**src/rtl/booth_mult_arbiter.sv**
```systemverilog
// booth_mult_arbiter: round-robin sharing of one external combinational multiplier with a registered response channel
module booth_mult_arbiter #(
  parameter int NUM_REQ  = 4,
  parameter int W        = 32,
  parameter int P_W      = 65,
  parameter int MULT_LAT = 2,
  parameter int ID_W     = 2
) (
  input  logic                 clk,
  input  logic                 rst,
  input  logic [NUM_REQ-1:0]   req_valid,
  output logic [NUM_REQ-1:0]   req_ready,
  input  logic [NUM_REQ*W-1:0] req_a,
  input  logic [NUM_REQ*W-1:0] req_b,
  output logic [W-1:0]         mult_a,
  output logic [W-1:0]         mult_b,
  input  logic [P_W-1:0]       mult_p,
  output logic                 resp_valid,
  input  logic                 resp_ready,
  output logic [ID_W-1:0]      resp_id,
  output logic [P_W-1:0]       resp_product,
  output logic                 busy
);
  localparam int CW = $clog2(MULT_LAT + 1);
  typedef enum logic [1:0] {IDLE, CALC, RESP} state_t;
  state_t          state;
  logic [ID_W-1:0] rr_ptr;
  logic [ID_W-1:0] grant;
  logic            found;
  logic [CW-1:0]   lat_cnt;
  logic [W-1:0]    op_a;
  logic [W-1:0]    op_b;
  always_comb begin
    grant = '0;
    found = 1'b0;
    for (int k = 0; k < NUM_REQ; k++) begin
      if (!found && req_valid[(int'(rr_ptr) + k) % NUM_REQ]) begin
        grant = ID_W'((int'(rr_ptr) + k) % NUM_REQ);
        found = 1'b1;
      end
    end
  end
  assign req_ready = (rst && state == IDLE && found) ? NUM_REQ'(1) << grant : '0;
  assign busy      = state != IDLE;
  assign mult_a    = op_a;
  assign mult_b    = op_b;
  always_ff @(posedge clk or negedge rst) begin
    if (!rst) begin
      state        <= IDLE;
      rr_ptr       <= '0;
      lat_cnt      <= '0;
      op_a         <= '0;
      op_b         <= '0;
      resp_id      <= '0;
      resp_product <= '0;
      resp_valid   <= 1'b0;
    end else begin
      case (state)
        IDLE: if (found) begin
          op_a    <= req_a[grant*W +: W];
          op_b    <= req_b[grant*W +: W];
          resp_id <= grant;
          rr_ptr  <= ID_W'((int'(grant) + 1) % NUM_REQ);
          lat_cnt <= CW'(MULT_LAT - 1);
          state   <= CALC;
        end
        CALC: if (lat_cnt != '0) lat_cnt <= lat_cnt - CW'(1);
        else begin
          resp_product <= mult_p;
          resp_valid   <= 1'b1;
          state        <= RESP;
        end
        RESP: if (resp_ready) begin
          resp_valid <= 1'b0;
          state      <= IDLE;
        end
        default: state <= IDLE;
      endcase
    end
  end
endmodule

```
**config.mk**
```make
export PLATFORM = sky130hd
export DESIGN_NAME = booth_mult_arbiter
export DESIGN_NICKNAME = d
export VERILOG_FILES = /design/src/rtl/booth_mult_arbiter.sv
export SDC_FILE = /design/constraint.sdc
export NUM_CORES = 1
export LEC_CHECK = 0
export BUFFER_PORTS_ARGS = -buffer_cell sky130_fd_sc_hd__buf_2
export CAP_MARGIN = 40
export CORE_AREA = 5 5 176 178
export DETAILED_ROUTE_END_ITERATION = 10
export DIE_AREA = 0 0 181 183
export HOLD_SLACK_MARGIN = 0.15
export PLACE_DENSITY_LB_ADDON = 0.15
export SLEW_MARGIN = 10
export SYNTH_ARGS = -nofsm -noshare
export SYNTH_HDL_FRONTEND = slang
export SYNTH_SLANG_ARGS = --single-unit
```
**constraint.sdc**
```tcl
create_clock -name clk -period 1.83 [get_ports clk]
set_input_delay 0.183 -clock clk [delete_from_list [all_inputs] [get_ports clk]]
set_output_delay 0.183 -clock clk [all_outputs]
set_load 0.05 [all_outputs]
```
==> summary.txt, run 1 <==
Synthesis
  • Commonest cells in the synthesized netlist: sky130_fd_sc_hd__dfrtp_1 (138), sky130_fd_sc_hd__nand2_1 (71), sky130_fd_sc_hd__nor2_1 (70)
  • Count of flip-flops with a built-in enable after synthesis: 0
  • Warnings, synthesis: 0
  • Post-synthesis adder-cell area fraction: 0.00197
  • Number of distinct standard cells referenced by the synthesized netlist: 33
  • Simple logic cell fraction of the synthesized area: 0.0981
  • Biggest area consumer among synthesized cells: sky130_fd_sc_hd__dfrtp_1
  • Most instantiated library cell after synthesis: sky130_fd_sc_hd__dfrtp_1
  • Number of cells produced by synthesis: 574
  • Sequential fraction of the synthesis area: 0.544
  • Portion of netlist area occupied by mux cells: 0.117
  • Main flop type after synthesis: sky130_fd_sc_hd__dfrtp_1
  • Top cells by area in the synthesized netlist: sky130_fd_sc_hd__dfrtp_1 (54%), sky130_fd_sc_hd__mux2_2 (12%), sky130_fd_sc_hd__a222oi_1 (10%)
  • Share of async-settable or async-resettable flops after synthesis: 1.00
  • Synthesized area: 0.00635 mm²
  • Compound-Gate Fraction of Synth Area: 0.190
  • Mean cell area of the mapped netlist: approximately 11 µm²
  • XOR/XNOR Fraction of Synth Area: 0
  • Flop and latch count out of synthesis: 138
  • Combinational family with the most area after synthesis: compound AO/OA/AOI/OAI gates
  • Share of the synthesized area in the top cell type: 0.544
  • Nets in the synthesized netlist: 903

Run status
  • First error: [ERROR RSZ-0060] Max buffer count reached.
  • Step where the flow halted: clock tree synthesis
  • Result of the run: did not finish

Floorplanning
  • Chip Height: roughly 180 µm
  • Number of top-level design ports: 465
  • Chip width: 181 µm
  • Starting density of the core: 0.217
  • Number of core rows: 63

Place
  • Post-detailed-placement half-perimeter wirelength: approximately 21 mm
  • Number of port buffers: 464
  • Weighted congestion at the end of routability-driven global placement: 0.809
  • Post-DP Area: 0.00931 mm²
  • Instance count after placement with tap cells included: 1,406

CTS
  • Clock sinks: 138
  • CTS Buffer Depth: 2
  • Number of buffers inserted for hold repair after clock tree synthesis: between 200 and 300
  • H-tree Lvls: 4
  • Clock buffer count from CTS: 17
  • Setup repair bufs after CTS: 12
  • Number of gates resized after cts: 31
  • Clock tree root buffer cell: sky130_fd_sc_hd__clkbuf_16
-- through the flow --
step	setup TNS, ns	setup WS (ns)	utilization
global placement	-0.208	-0.0763	0.318
detailed placement	-1.59	-0.0761	0.318
floorplan	0	0.0242	-
-- logic make-up after synthesis --
logic type,after synthesis
adder cells (fa/ha/maj),1
multiplexers,66
buffers and inverters,60
flip-flops,138
AO/OA/AOI/OAI,154
AND/OR/NAND/NOR,155
==> run 2: changes to the inputs <==
HOLD_SLACK_MARGIN = not set   (was 0.15)
==> run 2 against run 1 <==
  * The flow now finishes, with violations (negative setup slack)
  * Synthesized cell count unchanged
  * Area after synthesis unchanged
==> summary.txt, run 2 <==
Run status
  • Result of the run: complete, but fails checks
  • Failing checks: negative setup slack

Finish
  • Top register by number of flip-flops: resp_product
  • Most frequent standard cell in the layout excluding fill and tap cells: sky130_fd_sc_hd__buf_2
  • Area added between synthesis and finish: 76.6%
  • Area used by sequential logic in the layout: 0.00345 mm²
  • Final nets: about 1,500
  • Number of flip-flops in the largest register: 65
  • Ratio of cells with drive above 1 in the final layout: 0.545
  • Multi-input logic area: 0.00270 mm²
  • Final cell count without fillers: 1,548
  • Number of filler cells placed in the layout: 2,995
  • Commonest non-fill, non-tap cells in the layout: sky130_fd_sc_hd__buf_2 (459), sky130_fd_sc_hd__dfrtp_1 (137), sky130_fd_sc_hd__dlygate4sd3_1 (84), sky130_fd_sc_hd__nand2_1 (71), sky130_fd_sc_hd__nor2_1 (70)

Synthesis
  • Count of flip-flops with a built-in enable after synthesis: 0
  • Most instantiated library cell after synthesis: sky130_fd_sc_hd__dfrtp_1
  • Compound-Gate Fraction of Synth Area: 0.190
  • Mean cell area of the mapped netlist: 11.1 µm²
  • Biggest area consumer among synthesized cells: sky130_fd_sc_hd__dfrtp_1
  • Number of distinct standard cells referenced by the synthesized netlist: 33
  • Synthesized area: between 0.006 and 0.007 mm²
  • Commonest cells in the synthesized netlist: sky130_fd_sc_hd__dfrtp_1 (138), sky130_fd_sc_hd__nand2_1 (71), sky130_fd_sc_hd__nor2_1 (70)
  • Main flop type after synthesis: sky130_fd_sc_hd__dfrtp_1
  • Flop and latch count out of synthesis: 138
  • XOR/XNOR Fraction of Synth Area: 0
  • Portion of netlist area occupied by mux cells: 0.117
  • Share of async-settable or async-resettable flops after synthesis: 1.00
  • Share of the synthesized area in the top cell type: 0.544
  • Warnings, synthesis: 0
  • Sequential fraction of the synthesis area: 0.544
  • Post-synthesis adder-cell area fraction: 0.00197
  • Number of cells produced by synthesis: 574
  • Nets in the synthesized netlist: 903
  • Combinational family with the most area after synthesis: compound AO/OA/AOI/OAI gates
  • Simple logic cell fraction of the synthesized area: 0.0981
  • Top cells by area in the synthesized netlist: sky130_fd_sc_hd__dfrtp_1 (54%), sky130_fd_sc_hd__mux2_2 (12%), sky130_fd_sc_hd__a222oi_1 (10%)

Power
  • Reg power frac: 0.239
  • Worst vdd rail ir drop: 0.000906 V
  • Cell Int Power: 11,100 µW
  • Share of total power consumed by net switching: 0.511
  • Switching Power: approximately 12,000 µW
  • Clock power frac: 0.155
  • Total power per unit cell area: 2020 mW/mm²
  • Share of power burned in combinational logic: 0.605
  • Leakage power: 0.00529 µW

Floorplanning
  • Number of core rows: 63
  • Number of top-level design ports: ~470
  • Chip Height: 183 µm
  • Die Area: 0.0331 mm²
  • Chip width: around 180 µm
  • Starting density of the core: 0.217
  • Placeable core area: between 0.02 and 0.03 mm²

STA
  • Worst Max-Slew Pin Slew: 0.765 ns
  • RSZ-0062 raised after global routing: true
  • Final worst-path cycle share: 1.05
  • Finish-stage setup viols: 12
  • Time the final worst path needs with I/O delays and setup: about 1.9 ns
  • Hold Slack: 0.0170 ns
  • Clock Skews: between 0.01 and 0.015 ns
  • Final hold violation count: 0
  • Setup slack after layout: -0.0954 ns
  • Relative max-transition margin: 0.490
  • F_max: 0.519 GHz
  • Final-report max-slew violation count: 0

Global route
  • Initial antenna violation count: 5
  • Global-route wire length before repair: 44.1 mm
  • Largest net degree at the start of global routing: 77
  • Number of global-route vias before repair: 7,577
  • Total routing usage reported by global routing: 0.169
  • Sum of overflow across all layers after global routing: 0

Place
  • Weighted congestion at the end of routability-driven global placement: 0.809
  • Post-detailed-placement half-perimeter wirelength: 21.0 mm
  • Number of port buffers: about 460
  • Instance count after placement with tap cells included: 1,406

Routing
  • Vias per std cell: 4.60
  • Pre-antenna DRT Iters: 9
  • DRC viols: 0
  • Drt wl/cell: about 19 µm
  • Via count: 7,120
  • Post-detailed-routing wire length: 29.9 mm
  • Iteration-0 DRC Markers: 469
  • Remaining antenna violation count: 0

Setup path
  • Kind of end point of the critical path: primary output
  • Cells along the critical path: buf_6, a221oi_4, nor2b_4, and3_4, buf_8
  • Maximum fanout along the worst path: 7
  • Critical path launch point: rr_ptr[1]$_DFFE_PN0P_
  • Required time of the critical path: 1.65 ns
  • Worst reg2reg path startpoint: rr_ptr[0]$_DFFE_PN0P_
  • Buffer and inverter count on the worst path: 2
  • Kind of start point of the critical path: flop
  • Worst path top cell family by delay: flip-flops
  • Data arrival time at the worst-slack endpoint: roughly 1.7 ns
  • Kind of critical path: reg2out
  • Slowest Stage Delay on Critical Path: approximately 0.47 ns
  • Master of the slowest instance on the critical path: sky130_fd_sc_hd__dfrtp_2

CTS
  • Clock buffer count from CTS: 17
  • TritonCTS clock tree: done
  • Clock latency at the later pin of the worst-skew pair: around 0.42 ns
  • Clock sinks: 138
  • CTS Buffer Depth: 2
  • Clock tree root buffer cell: sky130_fd_sc_hd__clkbuf_16
  • Clock slew at the register clock pins of the worst setup and hold paths: ~0.070 ns
  • H-tree Lvls: 4

Hold path
  • Worst Min Path Start: req_b[85]
  • Hold/Removal Path Class: in2reg

Run
  • Max-cap violations: 0
## run 2: worst paths after layout
kind,end,slack (ns),cells after the start
min in group asynchronous,mult_b[26]$_DFFE_PN0P_,0.25,2
max in group asynchronous,resp_product[48]$_DFFE_PN0P_,0.61,3
min reg2reg,resp_product[13]$_DFFE_PN0P_,0.50,1
min,mult_b[21]$_DFFE_PN0P_,0.02,3
max reg2reg,mult_a[15]$_DFFE_PN0P_,-0.08,8
max,req_ready[2],-0.1,5
## run 2: layer usage
layer	GRT usage	wire, µm	vias to the layer above	share of wire
li1	-	-	3335	-
met1	0.210	12500	3447	0.42
met3	0.0432	2040	21	0.068
met5	0	0	-	0
met4	0.0465	429	0	0.014
met2	0.293	14900	317	0.50
## run 2: layout make-up
| class | count | area share |
|---|---|---|
| timing repair buffer | 599 | 0.351 |
| sequential | 138 | 0.308 |
| multi-input combinational | 376 | 0.241 |
| tap | 390 | 0.0435 |
| clock buffer | 18 | 0.0392 |
| clock inverter | 14 | 0.0136 |
| inverter | 8 | 0.00268 |
| antenna | 5 | 0.00112 |
## run 2: cells by family (layout without fill, tap and decap cells)
kind of cell / Yosys count / after routing
buf+inv: 60 / 639
flops: 138 / 138
other cells: 0 / 5
compound gates: 154 / 154
fa+ha+maj: 1 / 1
simple gates: 155 / 155
mux: 66 / 66
## run 2: repair_timing
action                     in CTS  in global routing
pin swaps                      69                 51
hold endpoints to repair      163                  1
hold buffers                   83                  1
gates cloned                    2                  4
setup buffers                  12                  3
setup endpoints to repair      60                 66
gates resized for setup        31                 21
## run 2: tightest hold or removal path: cells and delay by family
family | cells | cell delay, ns
AND/OR/NAND/NOR | 1 | 0.05
AO/OA/AOI/OAI | 1 | 0.07
buffers and inverters | 1 | 0.10
## run 2: per-stage QoR
step           power [µW]  worst slack, ns  cell area (µm²)  utilization  setup TNS, ns
2_1_floorplan       14700           0.0242             6360            -              0
3_3_place_gp        18400          -0.0763             9310        0.318         -0.208
3_5_place_dp        18400          -0.0761             9310        0.318          -1.59
4_1_cts             22600           -0.106            11000        0.376          -1.70
5_1_grt             24000           -0.179            11200        0.384          -3.42
6_report            22700          -0.0954            11200        0.384         -0.471
## run 2: power by group through the flow
stage | sequential [µW] | clock (µW) | combinational (µW)
final | 5420 | 3520 | 13700
after global routing | 5630 | 3770 | 14600
after CTS | 5420 | 3660 | 13600
after detailed placement | 5460 | 0 | 13000
after global placement | 5430 | 0 | 13000
after floorplan | 10700 | 0 | 4020
(Power assumes the default switching activity.)
==> run 3: changes to the inputs <==
clock period = 2.32 ns   (was 1.83 ns; I/O delays follow)
==> run 3 against run 2 <==
  * The run now ends clean
  * Routed wire length shrank 7.3%
  * Worst setup slack gained 0.14 ns
  * Via count shrank 7.9%
  * Utilization shrank 4.7 points
  * Sequential share of layout area grew 4.4 points
  * Critical endpoint is now req_ready[1]
  * Largest cell class is now registers
  * Highest routed layer is now met5
==> summary.txt, run 3 (synthesis results as in run 2) <==
Run status
  • Result of the run: finished clean

Routing
  • Drt wl/cell: 19.3 µm
  • Pre-antenna DRT Iters: 7
  • DRC viols: 0
  • Remaining antenna violation count: 0
  • Vias per std cell: roughly 4.6
  • Iteration-0 DRC Markers: 498
  • Post-detailed-routing wire length: 27.7 mm
  • Via count: 6,560

Setup path
  • Kind of critical path: reg2out
  • Maximum fanout along the worst path: 36
  • Setup slack of the most critical reg-to-reg path: 0.38 ns
  • Kind of start point of the critical path: flop
  • Data arrival time at the worst-slack endpoint: 2.05 ns
  • Kind of end point of the critical path: primary output
  • Required time of the critical path: between 2 and 2.5 ns

Finish
  • Final nets: 1,358
  • Top register by number of flip-flops: resp_product
  • Area added between synthesis and finish: 54.7%
  • Number of filler cells placed in the layout: 3,061
  • Commonest non-fill, non-tap cells in the layout: sky130_fd_sc_hd__buf_2 (461), sky130_fd_sc_hd__dfrtp_1 (136), sky130_fd_sc_hd__nand2_1 (71), sky130_fd_sc_hd__nor2_1 (70), sky130_fd_sc_hd__mux2_2 (65)
  • Number of flip-flops in the largest register: 65
  • Area of all placed cells without fillers: 0.00983 mm²
  • Area used by sequential logic in the layout: between 0.003 and 0.004 mm²
  • Fraction of the core area covered by cells at the end of the flow: 0.336
  • Ratio of cells with drive above 1 in the final layout: 0.570
  • Multi-input logic area: approximately 0.0026 mm²
  • Most frequent standard cell in the layout excluding fill and tap cells: sky130_fd_sc_hd__buf_2

STA
  • Finish-stage setup viols: 0
  • F_max: ~0.44 GHz
  • Hold Slack: about 0.04 ns
  • Final worst-path cycle share: 0.983
  • Time the final worst path needs with I/O delays and setup: between 2 and 2.5 ns
  • Final hold violation count: 0
  • Worst Max-Slew Pin Slew: 0.679 ns
  • Setup slack after layout: 0.0397 ns
  • Clock Skews: 0.0132 ns
  • RSZ-0062 raised after global routing: true
  • Final-report max-slew violation count: 0
  • Relative max-transition margin: 0.548

Power
  • Worst vdd rail ir drop: approximately 0.00065 V
  • Design Power: ~17,000 µW
  • Total power per unit cell area: 1730 mW/mm²
  • Clock power frac: 0.160
  • Reg power frac: 0.251
  • Share of power burned in combinational logic: 0.589
  • Share of total power consumed by net switching: 0.527
  • Leakage power: 0.00471 µW
  • Cell Int Power: around 8100 µW
  • Switching Power: 8970 µW

Floorplanning
  • Chip Height: around 180 µm
  • Number of core rows: 63
  • Die Area: roughly 0.033 mm²
  • Number of top-level design ports: between 400 and 500
  • Placeable core area: between 0.02 and 0.03 mm²
  • Starting density of the core: 0.217
  • Chip width: between 150 and 200 µm

Global route
  • Global-route wire length before repair: 40.6 mm
  • Total routing usage reported by global routing: 0.157
  • Sum of overflow across all layers after global routing: 0
  • Number of global-route vias before repair: 6,633
  • Largest net degree at the start of global routing: 118
  • Initial antenna violation count: 4

Place
  • Setup slack after placement: around 0.28 ns
  • Post-detailed-placement half-perimeter wirelength: 20.9 mm
  • Weighted congestion at the end of routability-driven global placement: between 0.7 and 0.8
  • Post-DP Area: 0.00919 mm²
  • Number of port buffers: 464

Hold path
  • Hold/Removal Path Class: in2reg

CTS
  • Clock latency at the later pin of the worst-skew pair: 0.42 ns
  • TritonCTS clock tree: done
  • Clock sinks: 138
  • Clock slew at the register clock pins of the worst setup and hold paths: around 0.070 ns
  • Clock buffer count from CTS: 17
  • CTS Buffer Depth: 2
  • Clock tree root buffer cell: sky130_fd_sc_hd__clkbuf_16
  • H-tree Lvls: 4

Run
  • Max-cap violations: 0
==> run 3: cell count changes in the layout (fill, tap and decap cells not counted), moves of 4 or more <==
| cell | before | now |
|---|---|---|
| sky130_fd_sc_hd__and3_1 | 0 | 4 |
| sky130_fd_sc_hd__and3_4 | 5 | 1 |
| sky130_fd_sc_hd__buf_12 | 15 | 10 |
| sky130_fd_sc_hd__buf_4 | 21 | 14 |
| sky130_fd_sc_hd__buf_6 | 7 | 1 |
| sky130_fd_sc_hd__buf_8 | 7 | 0 |
| sky130_fd_sc_hd__dlygate4sd3_1 | 84 | 1 |
==> run 3: power by group through the flow <==
stage / clock network [µW] / registers, µW / logic, µW
floorplan: 0 / 8420 / 3170
finish: 2730 / 4280 / 10000
global route: 2930 / 4460 / 10600
detailed placement: 0 / 4320 / 10100
global placement: 0 / 4300 / 10100
CTS: 2860 / 4290 / 10100
==> run 3: critical path, cell delays in order (launching register included) <==
cell                       delay (ns)
sky130_fd_sc_hd__dfrtp_2         0.50
sky130_fd_sc_hd__a21oi_1         0.20
sky130_fd_sc_hd__o211a_4         0.27
sky130_fd_sc_hd__buf_12          0.22
sky130_fd_sc_hd__and3_1          0.18
sky130_fd_sc_hd__clkbuf_4        0.22
==> run 3: path summary, 6_finish.rpt <==
kind,start,to,cells after the start
setup / recovery,rr_ptr[1]$_DFFE_PN0P_,req_ready[1],5
hold / removal,mult_p[23],resp_product[23]$_DFFE_PN0P_,2
setup reg to reg,lat_cnt[0]$_DFFE_PN0P_,resp_product[58]$_DFFE_PN0P_,5
hold reg to reg,resp_product[39]$_DFFE_PN0P_,resp_product[39]$_DFFE_PN0P_,1
max in group asynchronous,rst,mult_a[16]$_DFFE_PN0P_,3
min in group asynchronous,rst,mult_b[25]$_DFFE_PN0P_,2
==> run 3: what timing repair did <==
action	in CTS	in global routing
buffers inserted	1	2
resized for setup	5	2
hold buffers	1	0
endpoints found under the setup margin	4	4
pin swaps	0	1
hold endpoints to repair	21	0
==> run 3: cell type report <==
cell class                 instances  share of cell area
inverter                           8             0.00306
tap                              390              0.0496
clock buffer                      17              0.0433
clock inverter                    15              0.0151
timing repair buffer             488               0.269
antenna                            2            0.000509
multi-input combinational        376               0.268
sequential                       138               0.352
==> run 3: layer usage <==
metal  global-route usage  vias up  share of wire  routed length (µm)
li1                     -     3096              -                   -
met1                0.203     3086           0.42               11600
met2                0.260      345           0.49               13500
met3               0.0405       29          0.078                2160
met4               0.0453        4          0.016                 449
met5                    0        -        0.00076                  21
==> run 3: metrics by stage <==
stage,TNS (ns),cells
3_5_place_dp,0,1396
4_1_cts,0,1430
6_report,0,1434
3_3_place_gp,0,1396
2_1_floorplan,0,574
5_1_grt,-0.0525,1434
